<file path="src/rtl/tpm_port_sequencer_if.sv">
// rtl/tpm_port_sequencer_if.sv - request, memory and response bundle for tpm_port_sequencer
interface tpm_port_sequencer_if #(
  parameter int DATA_W = 8,
  parameter int ADDR_W = 6
);
  logic              port1_valid_in, port2_valid_in, port3_valid_in;
  logic              port1_we_in, port2_we_in, port3_we_in;
  logic [ADDR_W-1:0] port1_addr_in, port2_addr_in, port3_addr_in;
  logic [DATA_W-1:0] port1_wdata_in, port2_wdata_in, port3_wdata_in;
  logic              req_ready;
  logic              mem_en;
  logic              mem_we;
  logic [ADDR_W-1:0] mem_addr;
  logic [DATA_W-1:0] mem_wdata;
  logic [DATA_W-1:0] mem_rdata;
  logic [1:0]        slot1_orig_id, slot2_orig_id, slot3_orig_id;
  logic [DATA_W-1:0] port1_rdata_out, port2_rdata_out, port3_rdata_out;
  logic              port1_rvalid_out, port2_rvalid_out, port3_rvalid_out;
  logic              batch_done;

  modport master (
    output port1_valid_in, port2_valid_in, port3_valid_in,
    output port1_we_in, port2_we_in, port3_we_in,
    output port1_addr_in, port2_addr_in, port3_addr_in,
    output port1_wdata_in, port2_wdata_in, port3_wdata_in,
    output mem_rdata,
    input  req_ready, mem_en, mem_we, mem_addr, mem_wdata,
    input  slot1_orig_id, slot2_orig_id, slot3_orig_id,
    input  port1_rdata_out, port2_rdata_out, port3_rdata_out,
    input  port1_rvalid_out, port2_rvalid_out, port3_rvalid_out,
    input  batch_done
  );

  modport slave (
    input  port1_valid_in, port2_valid_in, port3_valid_in,
    input  port1_we_in, port2_we_in, port3_we_in,
    input  port1_addr_in, port2_addr_in, port3_addr_in,
    input  port1_wdata_in, port2_wdata_in, port3_wdata_in,
    input  mem_rdata,
    output req_ready, mem_en, mem_we, mem_addr, mem_wdata,
    output slot1_orig_id, slot2_orig_id, slot3_orig_id,
    output port1_rdata_out, port2_rdata_out, port3_rdata_out,
    output port1_rvalid_out, port2_rvalid_out, port3_rvalid_out,
    output batch_done
  );
endinterface

</file>
<file path="src/rtl/tpm_port_sequencer.sv">
// rtl/tpm_port_sequencer.sv - round-robin batch sequencer of three request ports onto one memory port
module tpm_port_sequencer #(
  parameter int DATA_W = 8,
  parameter int ADDR_W = 6
) (
  input logic                 clk,
  input logic                 rst,
  tpm_port_sequencer_if.slave bus
);
  localparam logic [1:0] ORIG_PORT_1_ID = 2'd1;
  localparam logic [1:0] ORIG_PORT_2_ID = 2'd2;
  localparam logic [1:0] ORIG_PORT_3_ID = 2'd3;

  typedef enum logic [1:0] {S_IDLE, S_ISSUE, S_DRAIN, S_RESP} state_t;

  state_t            r_state, w_nxt_state;
  logic              w_issue;

  // Port-indexed views of the live request inputs (index 0 = port1)
  logic [2:0]        w_v, w_we;
  logic [ADDR_W-1:0] w_addr [3];
  logic [DATA_W-1:0] w_wdata [3];

  // Captured batch, port-indexed; r_pend is rank-indexed (bit 0 = rank1)
  logic [1:0]        r_rot_ptr;
  logic [2:0]        r_pend, r_rd_mask, r_we;
  logic [ADDR_W-1:0] r_addr [3];
  logic [DATA_W-1:0] r_wdata [3];
  logic [1:0]        r_cur_port, r_rd_port;
  logic              r_rd_pend;

  // Registered outputs
  logic              r_ready, r_mem_en, r_mem_we, r_done;
  logic [ADDR_W-1:0] r_mem_addr;
  logic [DATA_W-1:0] r_mem_wdata;
  logic [1:0]        r_slot_id [3];
  logic [DATA_W-1:0] r_rdata [3];
  logic [2:0]        r_rvalid;

  // Slot selection
  logic [2:0]        w_in_mask, w_src_mask, w_sel_oh;
  logic [1:0]        w_sel_rank, w_sel_port;
  logic              w_sel_we;
  logic [ADDR_W-1:0] w_sel_addr;
  logic [DATA_W-1:0] w_sel_wdata;

  function automatic logic [1:0] add_mod3(input logic [1:0] a, input logic [1:0] b);
    logic [2:0] s;
    s = {1'b0, a} + {1'b0, b};
    if (s >= 3'd3) s = s - 3'd3;
    return s[1:0];
  endfunction

  function automatic logic [1:0] orig_id(input logic [1:0] p);
    case (p)
      2'd0:    return ORIG_PORT_1_ID;
      2'd1:    return ORIG_PORT_2_ID;
      default: return ORIG_PORT_3_ID;
    endcase
  endfunction

  assign w_v        = {bus.port3_valid_in, bus.port2_valid_in, bus.port1_valid_in};
  assign w_we       = {bus.port3_we_in, bus.port2_we_in, bus.port1_we_in};
  assign w_addr[0]  = bus.port1_addr_in;
  assign w_addr[1]  = bus.port2_addr_in;
  assign w_addr[2]  = bus.port3_addr_in;
  assign w_wdata[0] = bus.port1_wdata_in;
  assign w_wdata[1] = bus.port2_wdata_in;
  assign w_wdata[2] = bus.port3_wdata_in;

  // Pick the highest-ranked pending slot; in IDLE it comes straight from the inputs so the
  // first access can be registered on the capture edge itself
  always_comb begin
    w_in_mask[0] = w_v[r_rot_ptr];
    w_in_mask[1] = w_v[add_mod3(r_rot_ptr, 2'd1)];
    w_in_mask[2] = w_v[add_mod3(r_rot_ptr, 2'd2)];
    w_src_mask   = (r_state == S_IDLE) ? w_in_mask : r_pend;
    if (w_src_mask[0])      w_sel_rank = 2'd0;
    else if (w_src_mask[1]) w_sel_rank = 2'd1;
    else                    w_sel_rank = 2'd2;
    w_sel_oh   = 3'b001 << w_sel_rank;
    w_sel_port = add_mod3(r_rot_ptr, w_sel_rank);
    if (r_state == S_IDLE) begin
      w_sel_we    = w_we[w_sel_port];
      w_sel_addr  = w_addr[w_sel_port];
      w_sel_wdata = w_wdata[w_sel_port];
    end else begin
      w_sel_we    = r_we[w_sel_port];
      w_sel_addr  = r_addr[w_sel_port];
      w_sel_wdata = r_wdata[w_sel_port];
    end
  end

  // Next-state and issue decision
  always_comb begin
    w_nxt_state = r_state;
    w_issue     = 1'b0;
    case (r_state)
      S_IDLE: begin
        if (|w_in_mask) begin
          w_nxt_state = S_ISSUE;
          w_issue     = 1'b1;
        end
      end
      S_ISSUE: begin
        if (|r_pend) w_issue = 1'b1;
        else         w_nxt_state = S_DRAIN;
      end
      S_DRAIN: w_nxt_state = S_RESP;
      S_RESP:  w_nxt_state = S_IDLE;
      default: w_nxt_state = S_IDLE;
    endcase
  end

  // State register
  always_ff @(posedge clk or posedge rst) begin
    if (rst) r_state <= S_IDLE;
    else     r_state <= w_nxt_state;
  end

  // Batch capture, memory issue, read-data return and completion pulses
  always_ff @(posedge clk or posedge rst) begin
    if (rst) begin
      r_rot_ptr    <= 2'd0;
      r_pend       <= 3'b000;
      r_rd_mask    <= 3'b000;
      r_we         <= 3'b000;
      r_cur_port   <= 2'd0;
      r_rd_port    <= 2'd0;
      r_rd_pend    <= 1'b0;
      r_ready      <= 1'b1;
      r_mem_en     <= 1'b0;
      r_mem_we     <= 1'b0;
      r_mem_addr   <= '0;
      r_mem_wdata  <= '0;
      r_done       <= 1'b0;
      r_rvalid     <= 3'b000;
      r_slot_id[0] <= ORIG_PORT_1_ID;
      r_slot_id[1] <= ORIG_PORT_2_ID;
      r_slot_id[2] <= ORIG_PORT_3_ID;
      for (int i = 0; i < 3; i++) begin
        r_addr[i]  <= '0;
        r_wdata[i] <= '0;
        r_rdata[i] <= '0;
      end
    end else begin
      r_ready  <= (w_nxt_state == S_IDLE);
      r_mem_en <= w_issue;
      r_mem_we <= w_issue & w_sel_we;
      r_done   <= 1'b0;
      r_rvalid <= 3'b000;
      if (w_issue) begin
        r_mem_addr  <= w_sel_addr;
        r_mem_wdata <= w_sel_wdata;
        r_cur_port  <= w_sel_port;
      end
      if (r_state == S_IDLE && w_issue) begin
        r_pend    <= w_in_mask & ~w_sel_oh;
        r_rd_mask <= w_v & ~w_we;
        r_we      <= w_we;
        for (int i = 0; i < 3; i++) begin
          r_addr[i]    <= w_addr[i];
          r_wdata[i]   <= w_wdata[i];
          r_slot_id[i] <= orig_id(add_mod3(r_rot_ptr, 2'(i)));
        end
      end else if (w_issue) begin
        r_pend <= r_pend & ~w_sel_oh;
      end
      // A read on the bus this cycle has its data on mem_rdata next cycle
      r_rd_pend <= r_mem_en & ~r_mem_we;
      r_rd_port <= r_cur_port;
      if (r_rd_pend) r_rdata[r_rd_port] <= bus.mem_rdata;
      if (r_state == S_DRAIN) begin
        r_done   <= 1'b1;
        r_rvalid <= r_rd_mask;
      end
      if (r_state == S_RESP) r_rot_ptr <= add_mod3(r_rot_ptr, 2'd1);
    end
  end

  assign bus.req_ready        = r_ready;
  assign bus.mem_en           = r_mem_en;
  assign bus.mem_we           = r_mem_we;
  assign bus.mem_addr         = r_mem_addr;
  assign bus.mem_wdata        = r_mem_wdata;
  assign bus.slot1_orig_id    = r_slot_id[0];
  assign bus.slot2_orig_id    = r_slot_id[1];
  assign bus.slot3_orig_id    = r_slot_id[2];
  assign bus.port1_rdata_out  = r_rdata[0];
  assign bus.port2_rdata_out  = r_rdata[1];
  assign bus.port3_rdata_out  = r_rdata[2];
  assign bus.port1_rvalid_out = r_rvalid[0];
  assign bus.port2_rvalid_out = r_rvalid[1];
  assign bus.port3_rvalid_out = r_rvalid[2];
  assign bus.batch_done       = r_done;
endmodule

</file>
<file path="src/flat_wrapper.sv">
// flat-port wrapper written by rule: the top's interface ports become plain ports
module tpm_port_sequencer_flat 
#(
  parameter int DATA_W = 8,
  parameter int ADDR_W = 6
)
  (clk, rst, bus_port1_valid_in, bus_port2_valid_in, bus_port3_valid_in, bus_port1_we_in, bus_port2_we_in, bus_port3_we_in, bus_port1_addr_in, bus_port2_addr_in, bus_port3_addr_in, bus_port1_wdata_in, bus_port2_wdata_in, bus_port3_wdata_in, bus_mem_rdata, bus_req_ready, bus_mem_en, bus_mem_we, bus_mem_addr, bus_mem_wdata, bus_slot1_orig_id, bus_slot2_orig_id, bus_slot3_orig_id, bus_port1_rdata_out, bus_port2_rdata_out, bus_port3_rdata_out, bus_port1_rvalid_out, bus_port2_rvalid_out, bus_port3_rvalid_out, bus_batch_done);
  tpm_port_sequencer_if #(.DATA_W(DATA_W), .ADDR_W(ADDR_W)) bus_i ();
  input logic clk;
  input logic rst;
  input wire logic [$bits(bus_i.port1_valid_in)-1:0] bus_port1_valid_in;
  input wire logic [$bits(bus_i.port2_valid_in)-1:0] bus_port2_valid_in;
  input wire logic [$bits(bus_i.port3_valid_in)-1:0] bus_port3_valid_in;
  input wire logic [$bits(bus_i.port1_we_in)-1:0] bus_port1_we_in;
  input wire logic [$bits(bus_i.port2_we_in)-1:0] bus_port2_we_in;
  input wire logic [$bits(bus_i.port3_we_in)-1:0] bus_port3_we_in;
  input wire logic [$bits(bus_i.port1_addr_in)-1:0] bus_port1_addr_in;
  input wire logic [$bits(bus_i.port2_addr_in)-1:0] bus_port2_addr_in;
  input wire logic [$bits(bus_i.port3_addr_in)-1:0] bus_port3_addr_in;
  input wire logic [$bits(bus_i.port1_wdata_in)-1:0] bus_port1_wdata_in;
  input wire logic [$bits(bus_i.port2_wdata_in)-1:0] bus_port2_wdata_in;
  input wire logic [$bits(bus_i.port3_wdata_in)-1:0] bus_port3_wdata_in;
  input wire logic [$bits(bus_i.mem_rdata)-1:0] bus_mem_rdata;
  output wire logic [$bits(bus_i.req_ready)-1:0] bus_req_ready;
  output wire logic [$bits(bus_i.mem_en)-1:0] bus_mem_en;
  output wire logic [$bits(bus_i.mem_we)-1:0] bus_mem_we;
  output wire logic [$bits(bus_i.mem_addr)-1:0] bus_mem_addr;
  output wire logic [$bits(bus_i.mem_wdata)-1:0] bus_mem_wdata;
  output wire logic [$bits(bus_i.slot1_orig_id)-1:0] bus_slot1_orig_id;
  output wire logic [$bits(bus_i.slot2_orig_id)-1:0] bus_slot2_orig_id;
  output wire logic [$bits(bus_i.slot3_orig_id)-1:0] bus_slot3_orig_id;
  output wire logic [$bits(bus_i.port1_rdata_out)-1:0] bus_port1_rdata_out;
  output wire logic [$bits(bus_i.port2_rdata_out)-1:0] bus_port2_rdata_out;
  output wire logic [$bits(bus_i.port3_rdata_out)-1:0] bus_port3_rdata_out;
  output wire logic [$bits(bus_i.port1_rvalid_out)-1:0] bus_port1_rvalid_out;
  output wire logic [$bits(bus_i.port2_rvalid_out)-1:0] bus_port2_rvalid_out;
  output wire logic [$bits(bus_i.port3_rvalid_out)-1:0] bus_port3_rvalid_out;
  output wire logic [$bits(bus_i.batch_done)-1:0] bus_batch_done;
  assign bus_i.port1_valid_in = bus_port1_valid_in;
  assign bus_i.port2_valid_in = bus_port2_valid_in;
  assign bus_i.port3_valid_in = bus_port3_valid_in;
  assign bus_i.port1_we_in = bus_port1_we_in;
  assign bus_i.port2_we_in = bus_port2_we_in;
  assign bus_i.port3_we_in = bus_port3_we_in;
  assign bus_i.port1_addr_in = bus_port1_addr_in;
  assign bus_i.port2_addr_in = bus_port2_addr_in;
  assign bus_i.port3_addr_in = bus_port3_addr_in;
  assign bus_i.port1_wdata_in = bus_port1_wdata_in;
  assign bus_i.port2_wdata_in = bus_port2_wdata_in;
  assign bus_i.port3_wdata_in = bus_port3_wdata_in;
  assign bus_i.mem_rdata = bus_mem_rdata;
  assign bus_req_ready = bus_i.req_ready;
  assign bus_mem_en = bus_i.mem_en;
  assign bus_mem_we = bus_i.mem_we;
  assign bus_mem_addr = bus_i.mem_addr;
  assign bus_mem_wdata = bus_i.mem_wdata;
  assign bus_slot1_orig_id = bus_i.slot1_orig_id;
  assign bus_slot2_orig_id = bus_i.slot2_orig_id;
  assign bus_slot3_orig_id = bus_i.slot3_orig_id;
  assign bus_port1_rdata_out = bus_i.port1_rdata_out;
  assign bus_port2_rdata_out = bus_i.port2_rdata_out;
  assign bus_port3_rdata_out = bus_i.port3_rdata_out;
  assign bus_port1_rvalid_out = bus_i.port1_rvalid_out;
  assign bus_port2_rvalid_out = bus_i.port2_rvalid_out;
  assign bus_port3_rvalid_out = bus_i.port3_rvalid_out;
  assign bus_batch_done = bus_i.batch_done;
  tpm_port_sequencer #(.DATA_W(DATA_W), .ADDR_W(ADDR_W)) u_core (.clk(clk), .rst(rst), .bus(bus_i));
endmodule
</file>
<file path="config.mk">
export PLATFORM = sky130hd
export DESIGN_NAME = tpm_port_sequencer_flat
export DESIGN_NICKNAME = d
export VERILOG_FILES = /design/src/rtl/tpm_port_sequencer_if.sv /design/src/rtl/tpm_port_sequencer.sv /design/src/flat_wrapper.sv
export SDC_FILE = /design/constraint.sdc
export NUM_CORES = 1
export LEC_CHECK = 0
export BUFFER_PORTS_ARGS = -buffer_cell sky130_fd_sc_hd__buf_2
export CORE_MARGIN = 2
export CORE_UTILIZATION = 35
export CTS_CLUSTER_SIZE = 14
export DETAILED_ROUTE_END_ITERATION = 16
export PLACE_DENSITY_LB_ADDON = 0.05
export SYNTH_ARGS = -nofsm -noshare
export SYNTH_HDL_FRONTEND = slang
export SYNTH_SLANG_ARGS = --single-unit
</file>
<file path="constraint.sdc">
create_clock -name clk -period 4.1 [get_ports clk]
set_input_delay 0.41 -clock clk [delete_from_list [all_inputs] [get_ports clk]]
set_output_delay 0.41 -clock clk [all_outputs]
set_load 0.005 [all_outputs]
</file>
==> load_flow_metrics.sql, run 1 <==
INSERT INTO impl_metrics (metric_group, metric, value, unit) VALUES
('worst_setup_path', 'cp.arrival', '4020', 'ps'),
('cts', 'clock_sink_count', '108', ''),
('synth', 'synth-edff-count', '0', ''),
('timing', 'finalWorstSetupSlack', '283', 'ps'),
('worst_setup_path', 'critPathRequiredTime', '4300', 'ps'),
('timing', 'max_slew_violations', '0', ''),
('min_path', 'worst_hold_path_type', 'in -> async', ''),
('synth', 'synth.lib_cells_used.distinct', '44', ''),
('synth', 'post_synth.cell_area_avg', '10.2', 'um2'),
('floorplanning', 'die-area', '15600', 'um2'),
('worst_setup_path', 'number_of_cells_on_the_worst_reg_to_reg_path', '15', ''),
('global_routing', 'grt_first_pass_wirelength', '21500', 'um'),
('floorplanning', 'die_w', '125', 'um'),
('routing', 'ant_nets', '0', ''),
('routing', 'routed-via-count', '3871', ''),
('cts', 'clock_tree_from_tritoncts', 'done', ''),
('timing', 'hold_viol', '0', ''),
('timing', 'layout_worst_path_cycle_share', '93.1', '%'),
('timing', 'setup-violations-final', '0', ''),
('cts', 'cts-root-buf', 'clkbuf_16', ''),
('worst_setup_path', 'crit_path_end_kind', 'flop', ''),
('worst_setup_path', 'path_delay_family', 'adder cells', ''),
('cts', 'worst_skew_pair.late_latency', '350', 'ps'),
('layout', 'syn_to_final_growth', '20.5', '%'),
('run_status', 'run_status', 'complete, no violations', ''),
('timing', 'setup_total_neg_slack', '0', 'ps'),
('placement', 'gpl.final_weighted_congestion', '0.734', ''),
('run', 'drv.max_cap_violation_count', '0', ''),
('routing', 'initialDrtViolationCount', '215', ''),
('timing', 'clock-skew-final', '9.48', 'ps'),
('floorplanning', 'die_height', '125', 'um'),
('placement', 'dpl.hpwl', '8360', 'um'),
('floorplanning', 'initial_utilization', '35.5', '%'),
('synth', 'synth_area_leader_cell', 'dfrtp_1', ''),
('worst_setup_path', 'crit_type', 'reg -> reg', ''),
('synth', 'synthesis.instances', '501', ''),
('synth', 'synth-seq-area-share', '52.9', '%'),
('layout', 'final_nets', '668', ''),
('cts', 'cts_buffers', '9', ''),
('floorplanning', 'num_rows', '44', ''),
('placement', 'placement.setup.worst_slack', '1.71', 'ps'),
('layout', 'final-instance-count-excl-fill', '793', ''),
('synth', 'postSynthNetCount', '565', ''),
('worst_setup_path', 'crit_top_cell', 'ha_1', ''),
('timing', 'slew_headroom', '33.6', '%'),
('cts', 'number_of_hold_buffers_added_after_cts', '0', ''),
('worst_setup_path', 'crit_buf_inv', '2', ''),
('global_routing', 'grt_start_max_net_pins', '47', ''),
('placement', 'io_buffer_count', '108', ''),
('timing', 'fmax', '262', 'MHz'),
('worst_setup_path', 'worst_path_max_delay_cell', 'fa_2', ''),
('synth', 'yosys_register_bits', '108', ''),
('floorplanning', 'core_region_area', '14400', 'um2'),
('routing', 'drt_first_pass_iters', '4', ''),
('cts', 'clkSlewWorstSetupHoldPaths', '70', 'ps'),
('synth', 'postSynth.topFlopCell', 'dfrtp_1', ''),
('cts', 'clock_tree.htree_level_count', '3', ''),
('global_routing', 'grt-ovfl-total', '0', ''),
('floorplanning', 'number_of_primary_i_o_pins', '109', ''),
('worst_setup_path', 'setup.worst_path.start_class', 'flop', ''),
('synth', 'ys_warn_count', '0', ''),
('synth', 'post-synth-top-area-fraction', '51.4', '%'),
('global_routing', 'grt_antenna_before_repair', '0', ''),
('worst_setup_path', 'cpPeakStageDelay', '590', 'ps'),
('timing', 'min_period', '3820', 'ps'),
('global_routing', 'first_global_vias', '3941', ''),
('layout', 'share_of_final_layout_standard_cells_stronger_than_drive_strength_1', '34.5', '%'),
('routing', 'totalWireLength', '12900', 'um'),
('placement', 'dp.cells', '774', ''),
('routing', 'post-route-drc-count', '0', ''),
('routing', 'avgViaCountPerCell', '4.88', '');
-- cell usage after synthesis (2+ instances only) --
library cell  instances
o21ai_0               5
mux2_4                5
nand3b_1              8
buf_4                 5
nor2b_1               5
o31a_1                2
o21a_1                2
inv_1                 5
buf_6                 8
nor3_2                2
mux2_1                8
and2_1                5
mux2i_1               3
dfstp_2               3
a21oi_1              33
nand2_1             177
buf_2                 9
a221oi_2              3
o21ai_1               2
ha_1                  5
dfrtp_1             105
o31ai_1               2
clkbuf_1              8
mux2_2               43
a221oi_1             12
nand3_1               2
nor2_1               17
-- state kept, by name (all words and copies together), names as in the netlist, 2 cells and up --
signal	flops
u_core.r_rot_ptr	2
u_core.r_addr	18
u_core.r_rd_mask	3
u_core.r_rvalid	3
u_core.bus.port3_rdata_out	8
u_core.r_pend	3
u_core.r_rd_port	2
u_core.bus.mem_wdata	8
u_core.bus.port1_rdata_out	8
u_core.r_cur_port	2
u_core.bus.port2_rdata_out	8
u_core.r_we	3
u_core.r_state	2
u_core.bus.mem_addr	6
u_core.r_wdata	24
-- kinds of logic after synthesis --
family	count (synthesis)	share of synthesized area [%]
muxes	60	13.6
buffers and inverters	35	4.33
and+or+nand+nor	222	18.1
AOI/OAI and AO/OA	70	9.52
DFF	108	52.9
adders and majority gates	6	1.61
-- layer usage --
layer | global-route usage, % | share of wire (%) | vias to the layer above
met1 | 24.6 | 49 | 1872
met4 | 5.23 | 1.3 | 0
met3 | 3.82 | 4.5 | 13
met2 | 27.0 | 45 | 96
li1 | - | - | 1890
met5 | 0 | 0 | -
-- layout make-up --
| type | instances | area [um2] |
|---|---|---|
| fillers | 1428 | 8260 |
| flip-flops and latches | 108 | 2710 |
| multi-input cells | 358 | 2220 |
| repair buffers | 122 | 674 |
| well taps | 184 | 230 |
| clock buffers | 10 | 229 |
| clock inverters | 6 | 80.1 |
| inverters | 5 | 21.3 |
-- metrics by stage --
stage | cell area (um2) | hold slack, ps | utilization (%)
2_1_floorplan | 5110 | 354 | -
3_3_place_gp | 5810 | 360 | 40.3
6_report | 6160 | 29.4 | 42.7
3_5_place_dp | 5810 | 369 | 40.3
4_1_cts | 6120 | 46.7 | 42.4
5_1_grt | 6160 | 56.9 | 42.7
-- how the worst max path moves through the flow --
stage	from	endpoint	cells after the start	slack, ps
2_1_floorplan	u_core.r_rot_ptr[0]	u_core.bus.mem_wdata[1]	15	600
3_3_place_gp	u_core.r_rot_ptr[0]	u_core.bus.mem_addr[3]	13	140
3_5_place_dp	u_core.r_rot_ptr[0]	u_core.bus.mem_wdata[2]	13	2
4_1_cts	u_core.r_rot_ptr[0]	u_core.bus.mem_wdata[6]	13	3
5_1_grt	u_core.r_rot_ptr[1]	u_core.bus.mem_addr[2]	15	-7
6_report	u_core.r_rot_ptr[1]	u_core.bus.mem_wdata[6]	15	280
-- timing repair --
action | CTS | global route
endpoints found under the setup margin | 0 | 15
setup buffers | 0 | 3
resized for setup | 0 | 8
-- placed cells by master, fill, tap and decap left out, types with 2 or more instances in the layout --
master     synthesis  routed
nor2b_1            5       5
a221oi_1          12      12
buf_4              5      11
inv_6              0       3
a221oi_2           3       3
ha_2               0       2
o21ai_0            5       5
inv_1              5       4
a21oi_1           33      33
clkbuf_16          0       9
mux2i_1            3       3
nor2_2             1       2
nand2_1          177     177
dfstp_2            3       3
and2_1             5       4
ha_1               5       3
mux2_4             5       5
mux2_2            43      43
nand3b_1           8       8
dfrtp_1          105     103
dfrtp_2            0       2
o21ai_1            2       2
o21a_1             2       2
nand3_1            2       2
nor2_1            17      16
buf_12             0       2
mux2_1             8       8
buf_2              9     108
Power of run 1 is left out: the tool's default activity adds up to more than one toggle a clock period on the data nets, which glitch-free logic cannot reach.
==> run 2, diff against run 1 <==
--- a/config.mk
+++ b/config.mk
@@ -5,6 +5,7 @@
 export SDC_FILE = /design/constraint.sdc
 export NUM_CORES = 1
 export LEC_CHECK = 0
+export ABC_AREA = 1
 export BUFFER_PORTS_ARGS = -buffer_cell sky130_fd_sc_hd__buf_2
 export CORE_MARGIN = 2
 export CORE_UTILIZATION = 35
==> load_flow_metrics.sql, run 2 <==
INSERT INTO impl_metrics (metric_group, metric, value, unit) VALUES
('layout', 'largest_register_ff_count', '24', ''),
('worst_setup_path', 'number_of_cells_on_the_worst_reg_to_reg_path', '22', ''),
('floorplanning', 'die_height', '127', 'um'),
('cts', 'clkSlewWorstSetupHoldPaths', '70', 'ps'),
('run_status', 'run_status', 'complete, no violations', ''),
('global_routing', 'grt_start_max_net_pins', '62', ''),
('synth', 'synth-seq-area-share', '51.5', '%'),
('synth', 'post-synth-top-count-cell', 'nand2_1', ''),
('global_routing', 'grt-ovfl-total', '0', ''),
('layout', 'share_of_final_layout_standard_cells_stronger_than_drive_strength_1', '21.0', '%'),
('cts', 'clock_sink_count', '108', ''),
('timing', 'layout_worst_path_cycle_share', '87.6', '%'),
('worst_setup_path', 'rrSetupSlack', '510', 'ps'),
('synth', 'synth-edff-count', '0', ''),
('global_routing', 'first_global_vias', '4178', ''),
('cts', 'cts.repair_timing.setup_buffer_count', '0', ''),
('routing', 'totalWireLength', '12900', 'um'),
('layout', 'regMostFlops', 'u_core.r_wdata', ''),
('global_routing', 'grt_antenna_before_repair', '0', ''),
('routing', 'avgViaCountPerCell', '4.63', ''),
('min_path', 'worst_hold_path_type', 'in -> async', ''),
('worst_setup_path', 'critPathRequiredTime', '4390', 'ps'),
('run', 'drv.max_cap_violation_count', '0', ''),
('worst_setup_path', 'worst_r2r_endpoint', 'u_core.bus.mem_addr[3]', ''),
('placement', 'io_buffer_count', '108', ''),
('floorplanning', 'die-area', '16000', 'um2'),
('timing', 'whs', '147', 'ps'),
('routing', 'ant_nets', '0', ''),
('layout', 'most-common-layout-cells', 'nand2_1 (207), buf_2 (108), dfrtp_1 (105)', ''),
('layout', 'top_flop_regs', 'u_core.r_wdata x24, u_core.r_addr x18', ''),
('floorplanning', 'core_region_area', '14600', 'um2'),
('global_routing', 'grt_first_pass_wirelength', '21600', 'um'),
('timing', 'setup-violations-final', '0', ''),
('floorplanning', 'number_of_primary_i_o_pins', '109', ''),
('layout', 'most_common_cell_after_layout_fill_and_taps_aside', 'nand2_1', ''),
('routing', 'post-route-drc-count', '0', ''),
('worst_setup_path', 'worst_r2r_startpoint', 'u_core.r_rot_ptr[0]', ''),
('timing', 'grt_setup_unrepaired', 'false', ''),
('layout', 'syn_to_final_growth', '18.4', '%'),
('timing', 'max_slew_violations', '0', ''),
('routing', 'routed-via-count', '4391', ''),
('cts', 'worst_skew_pair.late_latency', '350', 'ps'),
('worst_setup_path', 'worst-path-max-fanout', '10', ''),
('floorplanning', 'die_w', '127', 'um'),
('synth', 'postSynth.topFlopCell', 'dfrtp_1', ''),
('synth', 'synthesis.instances', '665', ''),
('synth', 'leading_cell_types_by_total_area_after_synthesis', 'dfrtp_1 (50%), nand2_1 (15%), o21ai_0 (6.7%), inv_1 (6.4%), nand3_1 (3.4%)', ''),
('layout', 'nFillCells', '1527', ''),
('layout', 'seq_area', '2710', 'um2'),
('synth', 'ys_warn_count', '0', ''),
('placement', 'gpl.final_weighted_congestion', '0.769', ''),
('synth', 'synth_top_cells_by_count', 'nand2_1 (208), dfrtp_1 (105), inv_1 (89), o21ai_0 (70), nor2_1 (37)', ''),
('routing', 'initialDrtViolationCount', '355', ''),
('floorplanning', 'initial_utilization', '36.0', '%'),
('synth', 'synth_area_leader_cell', 'dfrtp_1', ''),
('synth', 'synthArstFlopShare', '100', '%'),
('synth', 'synth.lib_cells_used.distinct', '27', ''),
('cts', 'number_of_hold_buffers_added_after_cts', '0', ''),
('synth', 'synth_area', '5260', 'um2'),
('worst_setup_path', 'crit_type', 'reg -> reg', ''),
('timing', 'setup_total_neg_slack', '0', 'ps'),
('routing', 'post_drt_wl_per_cell', '13.6', 'um'),
('synth', 'postSynthNetCount', '729', ''),
('layout', 'final_nets', '824', ''),
('timing', 'slew_headroom', '46.9', '%'),
('cts', 'clock_tree_from_tritoncts', 'done', ''),
('placement', 'dpl.hpwl', '9150', 'um'),
('routing', 'drt_first_pass_iters', '5', ''),
('cts', 'cts_buffers', '9', ''),
('global_routing', 'globalRouteTotalUtil', '16.9', '%'),
('synth', 'post-synth-top-area-fraction', '50.0', '%'),
('layout', 'multiInputGateArea', '2020', 'um2'),
('cts', 'cts.path.max_buffers', '2', ''),
('synth', 'post_synth.cell_area_avg', '7.90', 'um2'),
('timing', 'hold_viol', '0', ''),
('layout', 'num_antenna_cells', '0', ''),
('worst_setup_path', 'setup.worst_path.start_class', 'flop', ''),
('worst_setup_path', 'cp.arrival', '3880', 'ps'),
('cts', 'postCtsResizedCells', '0', ''),
('cts', 'clock_tree.htree_level_count', '3', ''),
('worst_setup_path', 'crit_path_end_kind', 'flop', ''),
('timing', 'fmax', '279', 'MHz'),
('timing', 'tightest_slew', '795', 'ps'),
('timing', 'clock-skew-final', '8.33', 'ps'),
('floorplanning', 'num_rows', '44', ''),
('synth', 'yosys_register_bits', '108', ''),
('timing', 'min_period', '3590', 'ps'),
('cts', 'cts-root-buf', 'clkbuf_16', '');
[run 2: kinds of logic after synthesis]
logic type / share of synthesized area [%]
fa+ha+maj: 1.57
compound gates: 14.2
flops: 51.5
simple gates: 22.7
buf+inv: 10.0
[run 2: routing by layer]
layer  up-vias  track usage, %  part of all wire [%]
met5         -               0                     0
li1       2268               -                     -
met3        13            3.33                   4.9
met4         0            5.24                   1.4
met1      2009            25.5                    51
met2       101            24.3                    42
[run 2: critical path: stages (launching register included)]
cell	delay [ps]
dfrtp_1	410
inv_1	110
ha_1	390
inv_2	120
nand2_1	60
nand2_1	70
nand2_2	80
o21ai_1	160
nand2_1	90
inv_1	60
ha_1	160
fa_1	440
ha_1	210
inv_1	60
nand3_1	130
nand2_1	80
and2_1	230
nand2_1	180
inv_2	190
nand2_1	80
nand2_1	90
o21ai_2	70
nand2_1	60
[run 2: through the flow]
| step | cells | setup slack, ps | instance area, um2 | utilization (%) |
|---|---|---|---|---|
| 3_3_place_gp | 933 | 520 | 5910 | 40.5 |
| 3_5_place_dp | 933 | 424 | 5910 | 40.5 |
| 5_1_grt | 949 | 74.5 | 6220 | 42.7 |
| 2_1_floorplan | 665 | 803 | 5260 | - |
| 4_1_cts | 949 | 403 | 6220 | 42.6 |
| 6_report | 949 | 510 | 6220 | 42.7 |
[run 2: worst max-delay path by stage]
stage | from | slack (ps) | endpoint
floorplan | u_core.r_rot_ptr[0] | 800 | u_core.bus.mem_addr[0]
global placement | u_core.r_rot_ptr[0] | 520 | u_core.bus.mem_addr[1]
detailed placement | u_core.r_rot_ptr[0] | 420 | u_core.bus.mem_addr[0]
CTS | u_core.r_rot_ptr[0] | 400 | u_core.bus.mem_addr[0]
global route | u_core.r_rot_ptr[0] | 70 | u_core.bus.mem_wdata[0]
finish | u_core.r_rot_ptr[0] | 510 | u_core.bus.mem_addr[3]
[run 2: area by class of cell]
type / instances / share of cell area (%)
Timing Repair Buffer: 116 / 9.65
Sequential cell: 108 / 43.5
Multi-Input combinational cell: 432 / 32.5
Inverter: 93 / 5.65
Clock inverter: 6 / 1.17
Clock buffer: 10 / 3.84
Tap cell: 184 / 3.70
Power of run 2 is left out for the same reason.
